`config.mk`:
```
export PLATFORM = sky130hd
export DESIGN_NAME = lzc_norm_pipe
export DESIGN_NICKNAME = d
export VERILOG_FILES = /design/src/rtl/lzc_pkg.sv /design/src/rtl/lzc_tree.sv /design/src/rtl/lzc_norm_pipe.sv
export SDC_FILE = /design/constraint.sdc
export NUM_CORES = 1
export LEC_CHECK = 0
export BUFFER_PORTS_ARGS = -buffer_cell sky130_fd_sc_hd__buf_2
export CAP_MARGIN = 25
export CORE_ASPECT_RATIO = 1.5
export CORE_UTILIZATION = 30
export DETAILED_ROUTE_END_ITERATION = 12
export PLACE_DENSITY = 0.49
export SYNTH_ARGS = -nofsm -noshare
export SYNTH_HDL_FRONTEND = slang
export SYNTH_SLANG_ARGS = --single-unit
```
`constraint.sdc`:
```
create_clock -name clk -period 4.45 [get_ports clk]
set_input_delay 0.6675 -clock clk [delete_from_list [all_inputs] [get_ports clk]]
set_output_delay 0.6675 -clock clk [all_outputs]
set_load 0.02 [all_outputs]
```
`src/rtl/lzc_pkg.sv`:
```
// Shared types and width helpers for the leading-zero / redundant-sign counters.
package lzc_pkg;

    typedef enum logic {
        LZC_UNSIGNED = 1'b0,
        LZC_SIGNED   = 1'b1
    } lzc_mode_t;

    function automatic int lzc_cw(input int width);
        return $clog2(width + 1);
    endfunction

    function automatic int lzc_padw(input int width);
        return 1 << $clog2(width);
    endfunction

endpackage

```
`src/rtl/lzc_tree.sv`:
```
// Combinational balanced-tree leading-zero / redundant-sign-bit counter.
// Input is padded on the LSB side to a power of two so the count never exceeds WIDTH.
module lzc_tree
    import lzc_pkg::*;
#(
    parameter  int WIDTH = 24,
    localparam int CW    = lzc_cw(WIDTH)
) (
    input  logic [WIDTH-1:0] data,
    input  lzc_mode_t        mode,
    output logic [CW-1:0]    count,
    output logic             allzero
);

    localparam int PADW = lzc_padw(WIDTH);
    localparam int LOG  = $clog2(PADW);
    localparam logic [LOG:0] PADW_V = PADW[LOG:0];

    logic [WIDTH-1:0] w_vec;
    logic [PADW-1:0]  w_pad;
    logic             w_z [LOG+1][PADW];
    logic [LOG-1:0]   w_c [LOG+1][PADW];
    logic [LOG:0]     w_root;

    always_comb begin
        // Signed mode: mark bits that differ from the MSB, drop the MSB itself and
        // append a terminating one so an all-sign operand yields WIDTH-1.
        w_vec = data;
        if (mode == LZC_SIGNED) begin
            w_vec = {data[WIDTH-2:0] ^ {(WIDTH-1){data[WIDTH-1]}}, 1'b1};
        end
        w_pad = '1;
        w_pad[PADW-1 -: WIDTH] = w_vec;

        for (int unsigned l = 0; l <= LOG; l++) begin
            for (int unsigned i = 0; i < PADW; i++) begin
                w_z[l][i] = 1'b0;
                w_c[l][i] = '0;
            end
        end
        for (int unsigned i = 0; i < PADW; i++) begin
            w_z[0][i] = ~w_pad[i];
        end
        for (int unsigned l = 1; l <= LOG; l++) begin
            for (int unsigned i = 0; i < (PADW >> l); i++) begin
                w_z[l][i] = w_z[l-1][2*i+1] & w_z[l-1][2*i];
                if (w_z[l-1][2*i+1]) begin
                    w_c[l][i]      = w_c[l-1][2*i];
                    w_c[l][i][l-1] = 1'b1;
                end else begin
                    w_c[l][i] = w_c[l-1][2*i+1];
                end
            end
        end

        w_root  = w_z[LOG][0] ? PADW_V : {1'b0, w_c[LOG][0]};
        count   = CW'(w_root);
        allzero = ~|data;
    end

endmodule

```
`src/rtl/lzc_norm_pipe.sv`:
```
// Two-stage pipelined LZC / redundant-sign counter with normalising left shift,
// valid/ready handshake with full backpressure and a sideband tag.
module lzc_norm_pipe
    import lzc_pkg::*;
#(
    parameter  int WIDTH = 24,
    parameter  int TAG_W = 4,
    localparam int CW    = lzc_cw(WIDTH)
) (
    input  logic             clk,
    input  logic             reset,
    input  logic             in_valid,
    output logic             in_ready,
    input  logic [WIDTH-1:0] in_data,
    input  logic             in_signed,
    input  logic [TAG_W-1:0] in_tag,
    output logic             out_valid,
    input  logic             out_ready,
    output logic [CW-1:0]    out_count,
    output logic [WIDTH-1:0] out_norm,
    output logic             out_zero,
    output logic [TAG_W-1:0] out_tag
);

    logic             w_adv1;
    logic             w_adv2;
    logic [CW-1:0]    w_count;
    logic             w_zero;
    lzc_mode_t        w_mode;

    logic             r_s1_valid;
    logic [WIDTH-1:0] r_s1_data;
    logic [CW-1:0]    r_s1_count;
    logic             r_s1_zero;
    logic [TAG_W-1:0] r_s1_tag;

    logic             r_s2_valid;
    logic [WIDTH-1:0] r_s2_norm;
    logic [CW-1:0]    r_s2_count;
    logic             r_s2_zero;
    logic [TAG_W-1:0] r_s2_tag;

    assign w_mode = lzc_mode_t'(in_signed);
    assign w_adv2 = ~r_s2_valid | out_ready;
    assign w_adv1 = ~r_s1_valid | w_adv2;

    lzc_tree #(.WIDTH(WIDTH)) u_tree (
        .data    (in_data),
        .mode    (w_mode),
        .count   (w_count),
        .allzero (w_zero)
    );

    always_ff @(posedge clk) begin
        if (reset) begin
            r_s1_valid <= 1'b0;
            r_s1_data  <= '0;
            r_s1_count <= '0;
            r_s1_zero  <= 1'b0;
            r_s1_tag   <= '0;
        end else if (w_adv1) begin
            r_s1_valid <= in_valid;
            if (in_valid) begin
                r_s1_data  <= in_data;
                r_s1_count <= w_count;
                r_s1_zero  <= w_zero;
                r_s1_tag   <= in_tag;
            end
        end
    end

    always_ff @(posedge clk) begin
        if (reset) begin
            r_s2_valid <= 1'b0;
            r_s2_norm  <= '0;
            r_s2_count <= '0;
            r_s2_zero  <= 1'b0;
            r_s2_tag   <= '0;
        end else if (w_adv2) begin
            r_s2_valid <= r_s1_valid;
            if (r_s1_valid) begin
                r_s2_norm  <= r_s1_data << r_s1_count;
                r_s2_count <= r_s1_count;
                r_s2_zero  <= r_s1_zero;
                r_s2_tag   <= r_s1_tag;
            end
        end
    end

    assign in_ready  = w_adv1;
    assign out_valid = r_s2_valid;
    assign out_count = r_s2_count;
    assign out_norm  = r_s2_norm;
    assign out_zero  = r_s2_zero;
    assign out_tag   = r_s2_tag;

endmodule

```
==> impl_metrics.toml, run 1 <==
[synthesis]
syn_area_sq_um = 4210
syn_inst = 519
synth_edf_count = 0
synth_cell_type_count = 59
ys_top_cells_by_count = "nand2_1 (90), dfxtp_1 (70), a21oi_1 (63), nor2_1 (47), clkbuf_1 (29)"
synth_area_leader_cell = "dfxtp_1"
ys_seq_area_frac = 0.333
avgSynthCellArea_sq_um = 8.11
synthArstFlopShare = 0
syn-num-nets = 553
ys_ff_latch = 70
yosysTopAreaCellShare = 0.333
yosys.cell_count.top_type = "nand2_1"
yosys-top-cells-area = "dfxtp_1 (33%), mux4_2 (8.6%), nand2_1 (8.0%)"
yosysWarnings = 0
ys.flop_type = "dfxtp_1"

[critical_path]
reg2reg_to = "out_norm[18]"
r2r_slack_ns = 1.99
critical_path_class = "in2reg"
cp.arrival_ns = 2.82
crit_fanout = 27
required_ns = 4.64
end_kind = "flop"
start_kind = "input port"
rr_worst_depth = 7
r2r_start = "r_s1_count[1]"

[drt]
drt-pass1-iter-count = 5
drc = 0
drt_iter0_markers = 231
dr_total_vias = 4000
drt-vias-per-instance = 5.48
wl_per_cell_um = 16.2
ant_nets = 0
totalWireLength_um = 11800

[floorplan]
die-height_um = 147
die_area_sq_um = 14500
rows = 52
io_pins = 69
start_util = 0.310
core_area_sq_um = 13600
die_width_um = 98.7

[hold_path]
worstHoldEndpoint = "out_count[3]"
holdPathStages = 2
hp-start = "out_count[3]"
hp-class = "reg2reg"

[clock_network]
cts_tree = "done"
htree_levels = 3
path_clk_slew_ns = 0.05
hold_buffers = 0
cts-buffers-inserted = 9
cts.sinks = 70
cts_buffer_depth = 2
clockRootBuffer = "clkbuf_16"
clkLatencyLatePin_ns = 0.34
cts_setup_buffers = 0
cts_resized = 0

[timing]
rsz0062_at_grt = "no"
relSlewSlack = 0.365
finClkSkew_ns = 0.00545
fin_crit_ns = 2.63
fin_hold_ws_ns = 0.450
setup_viol = 0
hold_viol = 0
final.setup.tns_ns = 0
slew_viol_final = 0
max_freq_mhz = 381
post-route-period-util = 0.590
tightestPinTransition_ns = 0.948

[final_layout]
diodes = 0
layout.nets = 597
synthToLayoutAreaGrowth_pct = 17.4
final_cell_area_sq_um = 4940
final_util = 0.363
drive_above_1_share = 0.211
fillers = 1453

[power]
max-vdd-ir-drop_v = 0.000168
total_power_w = 0.00168
leakage_nw = 1.85
powerDensity_nw_per_um2 = 339

[run_status]
outcome = "completed"

[grt]
grt_util_all_layers = 0.168
grt_use_met1 = 0.209
use_met3 = 0.0233
grt-ovfl-total = 0
grt_pass1_wl_um = 19400
grt_max_degree = 39
grt_antenna_before_repair = 0
met2_usage = 0.287
grt_pass1_vias = 3777
grt.busiest_layer = "met2"

[placed_design]
place_area_sq_um = 4630
dpl.hpwl_um = 8920
numPortBuffers = 68
place_congestion = 0.867

[flow_run]
cap_violations = 0
power by group:
part / switching [W] / internal [W] / total [W] / leakage [nW]
combinational: 0.000166 / 0.000109 / 0.000275 / 1.14
sequential: 0.0000202 / 0.000652 / 0.000672 / 0.571
clock: 0.000266 / 0.000463 / 0.000728 / 0.144
final cells by class:
type                            instances  area, sq um  area share
Multi-Input combinational cell        393         2560       0.517
Sequential cell                        70         1400       0.284
Timing Repair Buffer                   76          420      0.0851
Clock buffer                           11          253      0.0512
Tap cell                              162          203      0.0410
Clock inverter                          5         57.6      0.0117
Inverter                               13         48.8     0.00988
per-stage QoR:
step	worst slack, ns	std cells
floorplan	1.72	519
global placement	1.64	713
detailed placement	1.48	714
CTS	1.84	730
global route	1.60	730
finish	1.82	730
worst max-delay path by stage:
stage,end,cells after the start,slack [ns],from
6_report,r_s1_count[0],9,1.82,in_data[23]
5_1_grt,r_s1_count[0],9,1.60,in_data[23]
4_1_cts,r_s1_count[0],9,1.84,in_data[23]
3_5_place_dp,r_s1_count[0],9,1.48,in_data[23]
3_3_place_gp,r_s1_count[0],9,1.64,in_data[23]
2_1_floorplan,r_s1_count[0],11,1.72,in_data[23]
sequential cells by signal, indices dropped and copies added (netlist names), 4 cells and up:
register,count
r_s1_tag,4
out_norm,24
r_s1_data,24
r_s1_count,5
out_count,5
out_tag,4
kinds of logic (layout without fill, tap and decap cells):
logic type	count (synthesis)	after routing	share of synthesized area
DFF	70	70	0.333
AOI/OAI and AO/OA	135	135	0.208
xor gates and xnor gates	1	1	0.00208
and+or+nand+nor	213	213	0.243
adders and majority gates	1	1	0.00297
muxes	43	43	0.151
buffers and inverters	56	105	0.0606
layer usage:
| metal | routed length, um | up-vias |
|---|---|---|
| li1 | - | 1975 |
| met1 | 5070 | 1879 |
| met2 | 5950 | 128 |
| met3 | 514 | 18 |
| met4 | 289 | 0 |
| met5 | 0 | - |
cell usage in the layout (no fill, tap or decap), types with 7 or more instances in the layout:
cell / netlist / layout
buf_4: 5 / 7
dfxtp_1: 70 / 70
a222oi_1: 8 / 8
a211oi_1: 9 / 9
a21oi_1: 63 / 62
nor2b_1: 11 / 11
mux2i_1: 24 / 24
nand2b_1: 10 / 10
nor3_1: 17 / 17
a22oi_1: 12 / 12
o21ai_0: 8 / 8
inv_1: 13 / 13
mux4_2: 16 / 16
clkbuf_16: 0 / 9
buf_2: 3 / 68
nand2_1: 90 / 90
nor2_1: 47 / 47
critical path, stage by stage:
cell and delay, ns:
buf_2 0.39, inv_1 0.18, ha_1 0.36, nand4b_1 0.22
nor2_1 0.13, o221ai_1 0.24, nor4_2 0.32, a311o_1 0.26
a21oi_2 0.03
No activity file was read; power rests on OpenSTA's default activity.
==> inputs of run 2 (changes only) <==
- clock period: 4.45 -> 2.55 ns (I/O delays scaled with it)
==> run 2 against run 1 <==
Largest power group unchanged. Largest cell class unchanged. Worst hold slack worse by 0.17 ns. Sequential share of layout area fell by 0.54 points. Clock-buffer cell count stayed put. Register-to-register slack worse by 1.6 ns. Setup slack got worse by 1.4 ns.
==> impl_metrics.toml, run 2 (same netlist as run 1, synthesis figures left out) <==
[floorplan]
rows = 52
start_util = 0.310
io_pins = 69
die-height_um = 147
core_area_sq_um = 13600
die_area_sq_um = 14500
die_width_um = 98.7

[timing]
tightestPinTransition_ns = 0.691
final.setup.tns_ns = 0
relSlewSlack = 0.535
setup_viol = 0
finClkSkew_ns = 0.00362
slew_viol_final = 0
max_freq_mhz = 470
rsz0062_at_grt = "no"
fin_crit_ns = 2.13
post-route-period-util = 0.834
hold_viol = 0

[critical_path]
cp_num_cells = 7
crit_buf_inv = 1
cp_slowest_cell = "mux4_2"
crit_fanout = 20
crit_family = "compound AO/OA/AOI/OAI gates"
startpoint = "r_s1_count[0]"
crit_path_end = "out_norm[16]"
cp.arrival_ns = 2.35
end_kind = "flop"
required_ns = 2.77
path_cells = "buf_4, mux4_2, nor2b_1, a211oi_1, a21oi_1, a222oi_1, nor2_1"
r2r_slack_ns = 0.42
cpPeakStageDelay_ns = 0.55
critical_path_class = "reg2reg"
r2r_start = "r_s1_count[0]"
reg2reg_to = "out_norm[16]"
start_kind = "flop"
rr_worst_depth = 7

[clock_network]
htree_levels = 3
clkLatencyLatePin_ns = 0.33
clockRootBuffer = "clkbuf_16"
cts_setup_buffers = 0
cts_resized = 0
cts_tree = "done"
hold_buffers = 0
path_clk_slew_ns = 0.05
cts.sinks = 70
cts-buffers-inserted = 9
cts_buffer_depth = 2

[placed_design]
numPortBuffers = 68
place_inst = 726
dpl.hpwl_um = 8990
place_area_sq_um = 4710
place_congestion = 0.862

[power]
powerDensity_nw_per_um2 = 598
max-vdd-ir-drop_v = 0.000302
leakage_nw = 1.93

[drt]
wl_per_cell_um = 15.7
ant_nets = 0
drc = 0
drt-vias-per-instance = 5.42
totalWireLength_um = 11600
dr_total_vias = 4019
drt-pass1-iter-count = 5
drt_iter0_markers = 213

[grt]
grt_pass1_vias = 3709
grt_antenna_before_repair = 0
grt-ovfl-total = 0
grt_util_all_layers = 0.165
grt_max_degree = 39
grt_pass1_wl_um = 19100

[final_layout]
synthToLayoutAreaGrowth_pct = 19.6
final_cell_mix = "nand2_1 (90), dfxtp_1 (70), buf_2 (68)"
layout.nets = 609
final_util = 0.370
final_cell_area_sq_um = 5030
diodes = 0
drive_above_1_share = 0.226
finalNonFillerCells = 741
final_common_cell = "nand2_1"

[flow_run]
cap_violations = 0

[run_status]
outcome = "completed"

[hold_path]
hp-class = "in2reg"
## run 2: worst min-delay path by stage
| stage | slack, ns | cells after the start | end | start |
|---|---|---|---|---|
| after global placement | 0.44 | 2 | out_count[2] | out_count[2] |
| after floorplan | 0.43 | 2 | out_tag[0] | r_s1_tag[0] |
| after detailed placement | 0.45 | 2 | out_tag[3] | out_tag[3] |
| final | 0.28 | 3 | r_s1_tag[0] | in_tag[0] |
| after global routing | 0.29 | 3 | r_s1_tag[3] | in_tag[3] |
| after CTS | 0.28 | 3 | r_s1_tag[0] | in_tag[0] |
## run 2: per-stage QoR
stage	setup slack, ns	total power (W)	hold WS [ns]
after global routing	0.250	0.00314	0.293
after global placement	0.280	0.00168	0.442
after CTS	0.397	0.00305	0.277
after detailed placement	0.218	0.00169	0.450
after floorplan	0.110	0.00153	0.432
final	0.422	0.00301	0.284
## run 2: worst min-delay path: stages
cell and delay (ns):
buf_2 0.09, nand2_1 0.04, a21oi_1 0.05
## run 2: layout make-up
type / count / area, sq um
tap: 162 / 203
inverter: 13 / 48.8
timing repair buffer: 88 / 503
fill: 1458 / 8560
sequential: 70 / 1400
clock inverter: 4 / 70.1
clock buffer: 11 / 253
multi-input combinational: 393 / 2560
## run 2: layer usage
metal  GRT usage  routed length [um]
met5           0                   0
met4      0.0888                 327
met1       0.196                5040
met2       0.285                5840
met3      0.0243                 435
## run 2: where the power goes
group / switching [W] / leakage (nW) / total (W) / internal [W]
Clock: 0.000449 / 0.161 / 0.00135 / 0.000900
Sequential: 0.0000347 / 0.571 / 0.00117 / 0.00114
Combinational: 0.000288 / 1.19 / 0.000489 / 0.000201
